==> src/rtl/mac_pkg.sv <==
// Shared definitions for the 12-bit signed MAC datapath.
package mac_pkg;

    localparam int unsigned MAC_W = 12;

    localparam logic [MAC_W-1:0] SAT_POS = 12'h7FF;
    localparam logic [MAC_W-1:0] SAT_NEG = 12'h800;

    typedef enum logic {
        ACC  = 1'b0,
        DONE = 1'b1
    } state_t;

endpackage

==> src/rtl/sadd12x12.sv <==
// 12-bit signed saturating adder (combinational).
module sadd12x12
    import mac_pkg::*;
(
    input  logic [MAC_W-1:0] a,
    input  logic [MAC_W-1:0] b,
    output logic [MAC_W-1:0] sum
);

    logic [MAC_W-1:0] wrap;
    logic             pos_ovf;
    logic             neg_ovf;

    // Wrapped add, then clamp when both operands share a sign the result lost.
    always_comb begin
        wrap    = a + b;
        pos_ovf = !a[MAC_W-1] && !b[MAC_W-1] &&  wrap[MAC_W-1];
        neg_ovf =  a[MAC_W-1] &&  b[MAC_W-1] && !wrap[MAC_W-1];
        sum     = wrap;
        if (pos_ovf) begin
            sum = SAT_POS;
        end else if (neg_ovf) begin
            sum = SAT_NEG;
        end
    end

endmodule

==> src/rtl/mac_acc12.sv <==
// Frame accumulator: sums N_TERMS signed terms with per-add saturation.
module mac_acc12
    import mac_pkg::*;
#(
    parameter int unsigned N_TERMS = 4,
    parameter int unsigned CNT_W   = $clog2(N_TERMS + 1)
) (
    input  logic             clk,
    input  logic             rst_n,
    input  logic             clr,
    input  logic             in_valid,
    output logic             in_ready,
    input  logic [MAC_W-1:0] in_data,
    output logic             out_valid,
    input  logic             out_ready,
    output logic [MAC_W-1:0] out_data,
    output logic             out_sat
);

    state_t           state;
    state_t           state_next;
    logic [MAC_W-1:0] acc;
    logic [MAC_W-1:0] acc_next;
    logic [MAC_W-1:0] wrap;
    logic [CNT_W-1:0] cnt;
    logic             sat;
    logic             ovf;
    logic             in_xfer;
    logic             out_xfer;
    logic             last;

    sadd12x12 u_sadd (
        .a   (acc),
        .b   (in_data),
        .sum (acc_next)
    );

    // Transfer qualifiers and the local overflow flag from the wrapped sum.
    always_comb begin
        in_xfer  = (state == ACC) && in_valid;
        out_xfer = (state == DONE) && out_ready;
        last     = (cnt == CNT_W'(N_TERMS - 1));
        wrap     = acc + in_data;
        ovf      = (acc[MAC_W-1] == in_data[MAC_W-1]) && (wrap[MAC_W-1] != acc[MAC_W-1]);
    end

    // State register.
    always_ff @(posedge clk or negedge rst_n) begin
        if (!rst_n) begin
            state <= ACC;
        end else begin
            state <= state_next;
        end
    end

    // Next-state logic; clr overrides both transfers.
    always_comb begin
        state_next = state;
        if (clr) begin
            state_next = ACC;
        end else begin
            case (state)
                ACC:     if (in_xfer && last) state_next = DONE;
                DONE:    if (out_xfer)        state_next = ACC;
                default: state_next = ACC;
            endcase
        end
    end

    // Accumulator, term counter and sticky saturation flag.
    always_ff @(posedge clk or negedge rst_n) begin
        if (!rst_n) begin
            acc <= '0;
            cnt <= '0;
            sat <= 1'b0;
        end else if (clr) begin
            acc <= '0;
            cnt <= '0;
            sat <= 1'b0;
        end else if (in_xfer) begin
            acc <= acc_next;
            sat <= sat | ovf;
            cnt <= last ? '0 : cnt + CNT_W'(1);
        end else if (out_xfer) begin
            acc <= '0;
            sat <= 1'b0;
        end
    end

    // Outputs decoded directly from registers.
    always_comb begin
        in_ready  = (state == ACC);
        out_valid = (state == DONE);
        out_data  = acc;
        out_sat   = sat;
    end

endmodule

==> config.mk <==
export PLATFORM = sky130hd
export DESIGN_NAME = mac_acc12
export DESIGN_NICKNAME = d
export VERILOG_FILES = /design/src/rtl/mac_pkg.sv /design/src/rtl/sadd12x12.sv /design/src/rtl/mac_acc12.sv
export SDC_FILE = /design/constraint.sdc
export NUM_CORES = 1
export LEC_CHECK = 0
export CAP_MARGIN = 40
export CELL_PAD_IN_SITES_DETAIL_PLACEMENT = 1
export CELL_PAD_IN_SITES_GLOBAL_PLACEMENT = 2
export CORE_AREA = 10 10 80 82
export DETAILED_ROUTE_END_ITERATION = 8
export DIE_AREA = 0 0 90 92
export PLACE_DENSITY = 0.77
export SYNTH_ARGS = -nofsm -noshare
export SYNTH_HDL_FRONTEND = slang
export SYNTH_SLANG_ARGS = --single-unit
==> constraint.sdc <==
create_clock -name clk -period 3.07 [get_ports clk]
set_input_delay 0.614 -clock clk [delete_from_list [all_inputs] [get_ports clk]]
set_output_delay 0.614 -clock clk [all_outputs]
set_load 0.01 [all_outputs]
==> results_dict.tcl <==
set metrics [dict create \
    status "complete, no violations" \
    antenna_found_initial 0 \
    drt_iter0_drc 68 \
    final_layout_size_suffix_gt1_frac 0.189 \
    dp.cells 278 \
    synth_area_leaders "dfrtp_1, ha_1, a221o_1" \
    ff2ff_path_depth 7 \
    syn_area_per_cell_sq_um 9.32 \
    hold_viol 0 \
    grt_pass1_wl_um 7770 \
    synth.distinct_cells 41 \
    die_w_um 90 \
    ys_seq_area_frac 0.302 \
    worstHoldStart "out_sat$_DFFE_PN0P_" \
    power_leakage_nw 0.914 \
    ys.flop_type "dfrtp_1" \
    instances_no_fill 282 \
    power_density_nw_per_um2 827 \
    path_clk_slew_ns 0.07 \
    finalWirelength_um 4560 \
    tritoncts "built" \
    rows 26 \
    synth_warnings 0 \
    fillers 581 \
    via_per_inst 5.00 \
    tightestPinTransition_ns 0.653 \
    synth.top_cells.by_count "dfrtp_1, ha_1, a21oi_1, a221o_1" \
    max_slew_margin 0.562 \
    start_kind "primary input" \
    remaining_drc_errors 0 \
    clock_sinks 17 \
    crit_type "in -> reg" \
    max_freq_mhz 340 \
    setup_viol 0 \
    rrSetupSlack_ns 0.49 \
    globalplace.congestion 0.813 \
    yosysMostFrequentCell "dfrtp_1" \
    hold-path-endpoint "out_sat$_DFFE_PN0P_" \
    tns_ns 0 \
    wire_per_inst_um 16.2 \
    place_ws_ns -0.168 \
    grt_pass1_vias 1547 \
    syn2layout_area_growth_pct 46.9 \
    first_pass_iters 4 \
    ys_async_sr_fraction 1.00 \
    clock_skew_ns 0.00297 \
    regArea_sq_um 425 \
    reg2reg_to "out_data[10]$_DFFE_PN0P_" \
    grt_max_degree 15 \
    rsz0062_at_grt "false" \
    io_buffers 31 \
    cp.required_ns 3.21 \
    finalMaxSlewViolations 0 \
    syn_nets 183 \
    worstPathArrival_ns 3.08 \
    ios 32 \
    fp.dieH_um 92 \
    synth_edf_count 0 \
    vias 1411 \
    antenna-diode-count 0 \
    core_sq_um 4910 \
    regToRegStartpoint "out_data[0]$_DFFE_PN0P_" \
    numCtsBuffers 3 \
    antenna_left 0 \
    cts-root-buf "clkbuf_8" \
    clock_latency_ns 0.26 \
    ys_ff_latch 17 \
    hpwl_um 3690 \
    multiInputGateArea_sq_um 921 \
    maxCapViolations 0 \
    crit_path_end_kind "register" \
    synthCells 151 \
    start_util 0.287 \
    period_minus_slack_ns 2.94 \
    synth_top_area_frac 0.302 \
    syn_area_sq_um 1410 \
    overflow 0 \
    crit_path_max_fanout 2 \
    worst_slack_ns 0.127 \
    yosysTopAreaCell "dfrtp_1" \
    p_total_mw 1.71 \
    post-cts-setup-buffers 0 \
    num-nets-final 245 \
    min_path_cells 2 \
    ctsHtreeMaxLevel 1 \
    post-route-period-util 0.959 \
    ir_drop_uv 308 \
    track_usage 0.111 \
    dieArea_sq_um 8280 \
    min_path_type "reg -> reg" \
    cts_buffer_depth 2 \
]
metal layers:
| metal | GRT usage | up-vias | wire [um] |
|---|---|---|---|
| li1 | - | 692 | - |
| met1 | 0.139 | 686 | 2140 |
| met5 | 0 | - | 0 |
| met4 | 0.0464 | 0 | 79 |
| met3 | 0.0204 | 4 | 169 |
| met2 | 0.184 | 29 | 2170 |
cell type report:
class                           count  share of cell area
Timing Repair Buffer               61               0.269
Sequential cell                    17               0.206
Clock buffer                        4              0.0218
Inverter                            9              0.0163
Tap cell                           70              0.0423
Multi-Input combinational cell    121               0.445
report_power, final:
part	total [mW]	internal, mW	switching [mW]	leakage [nW]
Sequential	0.362	0.296	0.0663	0.224
Clock	0.178	0.0924	0.0858	0.0228
Combinational	1.17	0.636	0.534	0.667
kinds of logic (layout without fill, tap and decap cells):
logic type,after synthesis,in the layout,synth area share
buffers and inverters,13,74,0.0462
DFF,17,17,0.302
xor gates and xnor gates,9,9,0.0560
AOI/OAI and AO/OA,44,44,0.236
muxes,2,2,0.0142
and+or+nand+nor,51,51,0.206
adders and majority gates,15,15,0.139
worst max-delay path by stage:
stage | depth (start not counted) | slack, ns | start | to
after floorplan | 8 | 0.19 | in_data[10] | out_data[2]$_DFFE_PN0P_
after global placement | 8 | -0.13 | in_data[0] | out_data[10]$_DFFE_PN0P_
after detailed placement | 8 | -0.17 | in_data[0] | out_data[10]$_DFFE_PN0P_
after CTS | 8 | 0.1 | in_data[0] | out_data[10]$_DFFE_PN0P_
after global routing | 8 | 0.02 | in_data[0] | out_data[10]$_DFFE_PN0P_
final | 8 | 0.13 | in_data[0] | out_data[10]$_DFFE_PN0P_
worst max-delay path, stage by stage:
cell and delay (ns):
clkdlybuf4s50_1 0.41, ha_1 0.23, fa_1 0.42, a21oi_2 0.18
o221a_2 0.22, nor3_1 0.05, or4b_2 0.66, a221o_1 0.31
state kept, by name (all words and copies together), names as in the netlist:
signal and flops:
out_sat 1, cnt 3, out_valid 1, out_data 12
repair_timing:
item / in CTS / in global routing
setup endpoints to repair: 0 / 1
resized for setup: 0 / 1
hold buffers: 0 / 0
hold endpoints to repair: 0 / 0
per-stage QoR:
stage	hold WS, ns	utilization	area [sq um]
2_1_floorplan	0.318	-	1410
3_3_place_gp	0.488	0.408	2000
3_5_place_dp	0.499	0.411	2020
4_1_cts	0.516	0.420	2060
5_1_grt	0.553	0.421	2070
6_report	0.507	0.421	2070
layout by cell type, fill, tap and decap left out, types with 4 or more instances in the layout:
master and n:
o21ai_0 5, nand2_1 8, nor3_1 4, nor2_1 9
clkdlybuf4s50_1 31, buf_4 28, inv_1 9, xnor2_1 7
a221o_1 10, a21oi_1 11, nand2b_1 8, ha_1 14
dfrtp_1 17, nand3_1 4
(Power assumes the default switching activity.)
